## src/rtl/hv_assoc_search.sv

```systemverilog
// rtl/hv_assoc_search.sv - Hamming-distance associative search over class hypervectors
// Buffers one query, scans every class frame by frame, reports the nearest class.
module hv_assoc_search #(
    parameter int DI_PARALLEL_W_BITS = 64,
    parameter int NUM_CLASSES        = 8,
    parameter int NUM_FRAMES         = 3,
    parameter int CLASS_ID_W         = 3,
    parameter int FRAME_IDX_W        = 2,
    parameter int DIST_W             = 8
) (
    input  logic                          clk,
    input  logic                          rst,
    input  logic                          q_valid,
    output logic                          q_ready,
    input  logic [DI_PARALLEL_W_BITS-1:0] q_data,
    output logic [CLASS_ID_W-1:0]         frame_id,
    output logic [FRAME_IDX_W-1:0]        frame_index,
    input  logic [DI_PARALLEL_W_BITS-1:0] class_vec_in,
    output logic                          res_valid,
    input  logic                          res_ready,
    output logic [CLASS_ID_W-1:0]         res_class,
    output logic [DIST_W-1:0]             res_dist,
    output logic                          busy
);

    typedef enum logic [1:0] {LOAD, SEARCH, DONE} state_t;

    state_t                          r_state, w_next;
    logic [FRAME_IDX_W-1:0]          r_load_cnt, r_frm;
    logic [CLASS_ID_W-1:0]           r_cls, r_best_id, r_res_class;
    logic [DIST_W-1:0]               r_acc, r_best_dist, r_res_dist;
    logic [DI_PARALLEL_W_BITS-1:0]   r_buf [NUM_FRAMES];

    logic                            w_load_fire, w_load_last, w_frm_last, w_cls_last, w_take;
    logic [DI_PARALLEL_W_BITS-1:0]   w_diff;
    logic [DIST_W-1:0]               w_dist, w_tot, w_best_dist_n;
    logic [CLASS_ID_W-1:0]           w_best_id_n;

    assign w_load_fire = (r_state == LOAD) && q_valid;
    assign w_load_last = (r_load_cnt == FRAME_IDX_W'(NUM_FRAMES - 1));
    assign w_frm_last  = (r_frm == FRAME_IDX_W'(NUM_FRAMES - 1));
    assign w_cls_last  = (r_cls == CLASS_ID_W'(NUM_CLASSES - 1));

    always_comb begin
        w_diff = r_buf[r_frm] ^ class_vec_in;
        w_dist = '0;
        for (int i = 0; i < DI_PARALLEL_W_BITS; i++) begin
            w_dist = w_dist + DIST_W'(w_diff[i]);
        end
    end

    // Strict compare keeps the lower class id on ties; class 0 always seeds the best.
    assign w_tot         = r_acc + w_dist;
    assign w_take        = (r_cls == '0) || (w_tot < r_best_dist);
    assign w_best_dist_n = w_take ? w_tot : r_best_dist;
    assign w_best_id_n   = w_take ? r_cls : r_best_id;

    always_ff @(posedge clk) begin
        if (rst) r_state <= LOAD;
        else     r_state <= w_next;
    end

    always_comb begin
        w_next = r_state;
        case (r_state)
            LOAD:    if (w_load_fire && w_load_last) w_next = SEARCH;
            SEARCH:  if (w_frm_last && w_cls_last)   w_next = DONE;
            DONE:    if (res_ready)                  w_next = LOAD;
            default: w_next = LOAD;
        endcase
    end

    always_ff @(posedge clk) begin
        if (w_load_fire) r_buf[r_load_cnt] <= q_data;
    end

    always_ff @(posedge clk) begin
        if (rst) begin
            r_load_cnt  <= '0;
            r_cls       <= '0;
            r_frm       <= '0;
            r_acc       <= '0;
            r_best_dist <= '1;
            r_best_id   <= '0;
            r_res_class <= '0;
            r_res_dist  <= '0;
        end else begin
            case (r_state)
                LOAD: begin
                    if (w_load_fire) begin
                        if (w_load_last) begin
                            r_load_cnt  <= '0;
                            r_cls       <= '0;
                            r_frm       <= '0;
                            r_acc       <= '0;
                            r_best_dist <= '1;
                            r_best_id   <= '0;
                        end else begin
                            r_load_cnt  <= r_load_cnt + 1'b1;
                        end
                    end
                end
                SEARCH: begin
                    if (!w_frm_last) begin
                        r_acc <= w_tot;
                        r_frm <= r_frm + 1'b1;
                    end else begin
                        r_best_dist <= w_best_dist_n;
                        r_best_id   <= w_best_id_n;
                        r_acc       <= '0;
                        r_frm       <= '0;
                        // Clearing cls on the final frame parks the generator address at 0.
                        if (w_cls_last) begin
                            r_cls       <= '0;
                            r_res_class <= w_best_id_n;
                            r_res_dist  <= w_best_dist_n;
                        end else begin
                            r_cls       <= r_cls + 1'b1;
                        end
                    end
                end
                default: ;
            endcase
        end
    end

    assign q_ready     = (r_state == LOAD);
    assign res_valid   = (r_state == DONE);
    assign busy        = (r_state != LOAD);
    assign frame_id    = r_cls;
    assign frame_index = r_frm;
    assign res_class   = r_res_class;
    assign res_dist    = r_res_dist;

endmodule
```

## config.mk

```make
export PLATFORM = sky130hd
export DESIGN_NAME = hv_assoc_search
export DESIGN_NICKNAME = d
export VERILOG_FILES = /design/src/rtl/hv_assoc_search.sv
export SDC_FILE = /design/constraint.sdc
export NUM_CORES = 1
export LEC_CHECK = 0
export CAP_MARGIN = 20
export CORE_MARGIN = 4
export CORE_UTILIZATION = 60
export DETAILED_ROUTE_END_ITERATION = 10
export PLACE_DENSITY = 0.86
export SYNTH_ARGS = -nofsm -noshare
export SYNTH_HDL_FRONTEND = slang
export SYNTH_SLANG_ARGS = --single-unit
```

## constraint.sdc

```tcl
create_clock -name clk -period 23.3 [get_ports clk]
set_input_delay 5.825 -clock clk [delete_from_list [all_inputs] [get_ports clk]]
set_output_delay 5.825 -clock clk [all_outputs]
set_load 0.02 [all_outputs]
```

==> results list, run 1 <==
* Detailed-placement wirelength estimate: between 15000 and 20000 um
- Setup repair after global routing left no endpoint under its margin.
- Antenna Diode Count: 0
- List of cells traversed by the critical path: clkdlybuf4s50_1 -> xor2_1 -> fa_1 -> fa_1 -> fa_1 -> inv_1 -> fa_1 -> fa_1 -> inv_1 -> fa_1 -> inv_1 -> fa_1 -> fa_1 -> fa_1 -> fa_1 -> nand2b_1 -> a2111o_1 -> o311ai_1 -> ha_1 -> nand4_1 -> nand2b_1 -> o22ai_4 -> a21boi_4 -> o22ai_1
- Maximum number of pins on one net before global-route repair: between 80 and 90
* Standard-cell row count: 50
* DRC Markers: 0
- Most common flop cell mapped by yosys: sky130_fd_sc_hd__edfxtp_1
- After synthesis, the share of flip-flops with an asynchronous set or reset is 0%.
- For this design the top-level I/O count stands at 151.
- Starting Density: 60.9%
- Slowest cell on crit path: sky130_fd_sc_hd__fa_1
- Among the stages of the critical path, the cell type that occurs most often is sky130_fd_sc_hd__fa_1.
- Number of fillers in the final layout: around 1.2k
- Clk buf depth: 3
- Biggest cell delay along the critical path: between 0.5 and 0.6 ns
- Max-cap check violation count: 0
- Pins Over Slew Limit: 0
- First-pass GRT wire length: 37200 um
* Vias per cell: 5.56
- Period utilisation layout: 58.2%
- The clock drives approximately 230 sinks.
- CP Launch Type: input port
- Synth warnings: 0
- Synthesis-to-layout area growth: 21.6%
- Gates resized during post-CTS repair numbered 0.
* Port-buffer cells: 150
* Accumulated negative setup slack: 0 ns
- The tree is rooted in a sky130_fd_sc_hd__clkbuf_16.
- For this block, the via count after detailed routing is between 7k and 8k.
- WS Path Type: in2reg
- At the pin with the least slew margin, the transition time is about 0.97 ns.
- The biggest area contributor in the post-synthesis netlist is sky130_fd_sc_hd__edfxtp_1.
* Fraction of final layout cells with drive strength greater than 1: under 10%
* Overall track demand over capacity in global routing: between 20 and 25%
* Vias in the first global route: between 7k and 8k
- Sequential area share after synthesis: a little under 60%
- The number of antenna violations at the first check in global routing came to 0.
* Worst endpoint data arrival time: between 10 and 15 ns
- Most repeated cell in the gate-level netlist after synthesis: sky130_fd_sc_hd__edfxtp_1
- Setup violations remaining at the end of the flow were counted as 0.
* Total of flip-flops plus latches after synthesis: ~230
- Summed over all layers, the global routing overflow is 0.
- Number of H-tree levels: 1
- The die covers approximately 21000 um2.
- From bottom edge to top edge, the die measures about 150 um.
- Area of the mapped netlist: about 11000 um2
- At the later pin of the worst-skew pair, clock insertion delay measures approximately 0.52 ns.
- Min cycle time layout: 13.55 ns
* Worst clock skew: approximately 0.014 ns
* Final routed wire length divided by cell count: about 19 um
- The count of nets left with antenna violations once routing finished came out at 0.
- Final Routed Wirelength: approximately 24000 um
* Top cells by instance count after synthesis: sky130_fd_sc_hd__edfxtp_1, sky130_fd_sc_hd__nand2_1, sky130_fd_sc_hd__o21ai_0, sky130_fd_sc_hd__inv_1, sky130_fd_sc_hd__mux2i_1
- Counting every net in the synthesized netlist gives roughly 1.1k.
- Endpoint required time on the critical path: 23.68 ns
- Slew headroom: 35.4%
- Crit path max fanout: 12
- Total iterations of the first detailed-routing run: 5
- At the end of routability-driven placement, the weighted congestion stood at a little over 0.9.
- Core area: about 19000 um2
- Post-synth EDFFs: 192
- Synthesis produced a netlist whose cell count is about 860.
- Averaged over all synthesized cells, the footprint is 13.3 um2.
* Total of hold buffers inserted after clock tree synthesis: 0
* Run status: finished, final reports clean
* Hold violation count in the final report: 0
- Worst min path class: reg2reg
* X dimension of the die: 146 um
* Clock transition time at the flip-flop clock pins of the worst setup and hold paths: 0.05 ns
* Post-synthesis cell type count: 57
- In this run the biggest area consumer among cell types represents between 50% and 60% of the synthesized area.
- In this run, CTS created clock tree buffers numbering 25.
- Ranked by total cell area, the synthesized netlist is headed by sky130_fd_sc_hd__edfxtp_1, sky130_fd_sc_hd__fa_1, sky130_fd_sc_hd__dfxtp_1.
* Post-CTS setup-driven buffer insertion count: 0
* Initial detailed-routing violation count: 444
* Crit. End Element: flip-flop
- Clock tree from TritonCTS: yes
- For this run, the post-layout net count is about 1.2k.
* Maximum achievable frequency: between 70 and 80 MHz
## stage by stage
step	std cells	area (um2)	hold WS, ns	utilization (%)	setup slack (ns)
after CTS	1262	13900	0.470	74.1	9.75
after detailed placement	1216	13100	0.462	70.1	9.24
after global routing	1262	13900	0.495	74.1	9.33
final	1262	13900	0.471	74.1	9.75
after floorplan	856	11400	0.429	-	10.24
after global placement	1216	13100	0.451	70.1	9.32
## layout by cell type (no fill, tap or decap), drive strengths merged, types with 6 or more instances in the layout
master / instances
mux2i: 66
edfxtp: 192
fa: 56
clkinv: 9
xor2: 44
inv: 70
nand2: 92
dfxtp: 41
xnor2: 25
a31oi: 6
clkdlybuf4s50: 150
a21oi: 23
nand2b: 7
nor2: 25
o21ai: 83
ha: 34
clkbuf: 35
## routing by layer
metal,up-vias,wire [um],track usage [%]
li1,3328,-,-
met1,3426,10000,29.8
met2,218,11900,37.9
met3,39,1540,4.17
met4,0,506,5.94
met5,-,0,0
## final cells by class
| cell class | instances | area (um2) | share of cell area (%) |
|---|---|---|---|
| clock buffer | 35 | 683 | 4.93 |
| multi-input combinational | 525 | 4420 | 31.9 |
| tap | 234 | 293 | 2.11 |
| clock inverter | 11 | 60.1 | 0.434 |
| sequential | 233 | 6590 | 47.6 |
| inverter | 69 | 259 | 1.87 |
| timing repair buffer | 155 | 1540 | 11.1 |
## worst paths after layout
path,startpoint,to,slack (ns),cells after the start
min,r_best_id[0]$_SDFFE_PP0P_,r_best_id[0]$_SDFFE_PP0P_,0.47,2
max reg2reg,flip-flop,r_best_id[1]$_SDFFE_PP0P_,13.68,25
min reg2reg,r_best_id[0]$_SDFFE_PP0P_,r_best_id[0]$_SDFFE_PP0P_,0.47,2
max,class_vec_in[50],r_best_id[1]$_SDFFE_PP0P_,9.75,24
## registers in the layout (all words and copies together), names as in the netlist, named ones only
signal and flops:
r_best_dist 8, r_load_cnt 2, res_class 3, r_buf 192, frame_id 3, r_acc 8
r_state 2, frame_index 2, res_dist 8, r_best_id 3
## cell families (layout without fill, tap and decap cells)
| group | after synthesis | count (layout) | share of synthesized area, % |
|---|---|---|---|
| flops | 233 | 233 | 57.8 |
| compound gates | 153 | 153 | 8.43 |
| simple gates | 147 | 147 | 5.63 |
| buf+inv | 98 | 270 | 3.42 |
| fa+ha+maj | 90 | 90 | 13.6 |
| xor+xnor | 69 | 69 | 5.31 |
| mux | 66 | 66 | 5.80 |
## critical path: cells and delay by family
family	cells	cell delay, ns
AND/OR/NAND/NOR	3	0.59
adder cells (fa/ha/maj)	11	5.28
buffers and inverters	4	0.64
AO/OA/AOI/OAI	5	1.21
XOR/XNOR	1	0.36
Power of run 1 is left out: the tool's default activity adds up to more than one toggle a clock period on the data nets, which glitch-free logic cannot reach.
==> run 2, diff against run 1 <==
--- a/config.mk
+++ b/config.mk
@@ -7,9 +7,9 @@
 export LEC_CHECK = 0
 export CAP_MARGIN = 20
 export CORE_MARGIN = 4
-export CORE_UTILIZATION = 60
+export CORE_UTILIZATION = 50
 export DETAILED_ROUTE_END_ITERATION = 10
-export PLACE_DENSITY = 0.86
+export PLACE_DENSITY = 0.76
 export SYNTH_ARGS = -nofsm -noshare
 export SYNTH_HDL_FRONTEND = slang
 export SYNTH_SLANG_ARGS = --single-unit
==> constraint.sdc (replaced) <==
create_clock -name clk -period 11.2 [get_ports clk]
set_input_delay 2.8 -clock clk [delete_from_list [all_inputs] [get_ports clk]]
set_output_delay 2.8 -clock clk [all_outputs]
set_load 0.02 [all_outputs]
==> run 2 against run 1 <==
- via count decreased by 2.1%
- wire length decreased by 0.15%
- critical path depth unchanged
- cell count increased by 4.0%
==> results list, run 2 (synthesized netlist as in run 1, its figures left out) <==
- Leading cell type in the layout, fill and taps excluded: sky130_fd_sc_hd__edfxtp_1
* Starting Density: around half
* Min cycle time layout: about 10 ns
- Endpoint required time on the critical path: ~12 ns
- Source of the critical timing path: class_vec_in[30]
- Clock tree from TritonCTS: yes
- CTS sink cnt: approximately 230
- Worst min path class: reg2reg
* Final Util: a little over three fifths
- X dimension of the die: between 150 and 200 um
* Antenna Diode Count: 0
* Fraction of final layout cells with drive strength greater than 1: ~5.7%
- The count of nets left with antenna violations once routing finished came out at 0.
- Final Wtd Congestion: around 0.90
- Detailed placement finished with a half-perimeter wire length of approximately 17000 um.
- Counting cells, the worst reg-to-reg path comes to 26.
- The final number of hold-violating endpoints is 0.
- Post_cts resized: 0
- CP Launch Type: input port
- Final Routed Wirelength: ~24000 um
* Slew headroom: around a third
* Total of hold buffers inserted after clock tree synthesis: 0
- The count of buffers added on input and output ports is 150.
- Dividing the detail-routed wire length by the instance count gives ~18 um.
- Max FFs per register: between 150 and 200
* Crit. End Element: flip-flop
* Crit path max fanout: 9
* Period utilisation layout: between 90 and 100%
* Biggest register: r_buf
- Setup repair after global routing missed its margin: false
- Setup slack on the worst reg-to-reg path comes out at 1.99 ns.
- For this run, the detailed router's first-pass iteration total came to 4.
- Leading cell types in the layout, fill and taps excluded: sky130_fd_sc_hd__edfxtp_1, sky130_fd_sc_hd__clkdlybuf4s50_1, sky130_fd_sc_hd__nand2_1
* Cell at the root of the clock tree: sky130_fd_sc_hd__clkbuf_16
* Maximum achievable frequency: 95.3 MHz
- Vias in the first global route: around 7.1k
- The max-slew violation count came to 0.
* Number of H-tree levels: 1
- Entering global routing, the biggest net connects 87 pins.
- The detailed router placed slightly below 7k vias in this run.
- WS Path Type: in2reg
* Destination of the critical timing path: r_best_dist[3]$_SDFFE_PP1P_
- In the routed layout, each cell is associated on average with a via count of 5.23.
* Overall track demand over capacity in global routing: 18.8%
* Setup-violating endpoint count in the final report: 0
- Max-cap check violation count: 0
* Destination of the worst register-to-register timing path: r_best_dist[3]$_SDFFE_PP1P_
- Worst-Skew Late Latency: between 0.5 and 0.6 ns
* Post-CTS setup-driven buffer insertion count: 0
* Initial detailed-routing violation count: 351
* Accumulated negative setup slack: 0 ns
- Synthesis-to-layout area growth: 22.5%
* Standard-cell row count: 54
* Number of fillers in the final layout: 1676
- The floorplan step defined a core boundary enclosing 22100 um2.
- Worst clock skew: roughly 0.015 ns
- Post-layout net count: roughly 1.2k
* Cts bufs inserted: 24
- Y dimension of the die: ~160 um
- Ports: around 150
- First-pass GRT wire length: 37700 um
- Die footprint: roughly 25000 um2
* Clock transition time at the flip-flop clock pins of the worst setup and hold paths: around 0.060 ns
- DRC Markers: 0
* Run status: finished, final reports clean
* Clk buf depth: 3
- For the pin with the worst max-slew slack, the measured transition is approximately 1 ns.
- Data on the critical path arrives at its endpoint at around 11 ns.
- The number of antenna violations at the first check in global routing is 3.
* Remaining global-route overflow: 0
-- run 2: layer usage --
metal	vias up	share of wire (%)	GRT usage, %
li1	3343	-	-
met1	3281	43	24.8
met4	6	1.9	4.46
met3	39	6.4	4.17
met2	192	49	32.1
met5	-	0.15	0
-- run 2: metrics by stage --
step,hold WS [ns],instances,worst slack (ns),area [um2]
6_report,0.454,1312,0.709,14000
5_1_grt,0.480,1312,0.260,14000
4_1_cts,0.454,1312,0.701,14000
3_5_place_dp,0.445,1269,0.196,13200
3_3_place_gp,0.443,1269,0.274,13200
2_1_floorplan,0.429,856,1.17,11400
-- run 2: final cells by class --
class | instances | area (um2) | area share [%]
clock buffers | 31 | 627 | 4.49
clock inverters | 12 | 95.1 | 0.681
inverters | 69 | 259 | 1.86
multi-input cells | 525 | 4420 | 31.7
flip-flops and latches | 233 | 6590 | 47.3
well taps | 280 | 350 | 2.51
repair buffers | 162 | 1600 | 11.5
-- run 2: worst max-delay path, stage by stage --
cell                              delay (ns)
sky130_fd_sc_hd__clkdlybuf4s50_1        0.49
sky130_fd_sc_hd__xor2_1                 0.35
sky130_fd_sc_hd__fa_1                   0.51
sky130_fd_sc_hd__fa_1                   0.52
sky130_fd_sc_hd__inv_1                  0.06
sky130_fd_sc_hd__fa_1                   0.49
sky130_fd_sc_hd__fa_1                   0.51
sky130_fd_sc_hd__inv_1                  0.05
sky130_fd_sc_hd__fa_1                   0.46
sky130_fd_sc_hd__fa_1                   0.55
sky130_fd_sc_hd__inv_1                  0.06
sky130_fd_sc_hd__fa_1                   0.50
sky130_fd_sc_hd__fa_1                   0.53
sky130_fd_sc_hd__fa_1                   0.50
sky130_fd_sc_hd__fa_1                   0.42
sky130_fd_sc_hd__nand2b_1               0.20
sky130_fd_sc_hd__a2111o_1               0.37
sky130_fd_sc_hd__o311ai_1               0.12
sky130_fd_sc_hd__ha_1                   0.31
sky130_fd_sc_hd__nand4_1                0.15
sky130_fd_sc_hd__nand2b_1               0.27
sky130_fd_sc_hd__a2bb2oi_4              0.34
sky130_fd_sc_hd__nand2_4                0.12
sky130_fd_sc_hd__o22a_1                 0.21
-- run 2: worst min path at each step --
stage / depth (start not counted) / endpoint / start
2_1_floorplan: 2 / r_best_id[0]$_SDFFE_PP0P_ / r_best_id[0]$_SDFFE_PP0P_
3_3_place_gp: 2 / r_best_id[0]$_SDFFE_PP0P_ / r_best_id[0]$_SDFFE_PP0P_
3_5_place_dp: 2 / r_best_id[0]$_SDFFE_PP0P_ / r_best_id[0]$_SDFFE_PP0P_
4_1_cts: 2 / r_best_id[0]$_SDFFE_PP0P_ / r_best_id[0]$_SDFFE_PP0P_
5_1_grt: 1 / r_best_dist[2]$_SDFFE_PP1P_ / r_best_dist[2]$_SDFFE_PP1P_
6_report: 2 / r_best_id[0]$_SDFFE_PP0P_ / r_best_id[0]$_SDFFE_PP0P_
Power of run 2 is left out for the same reason.
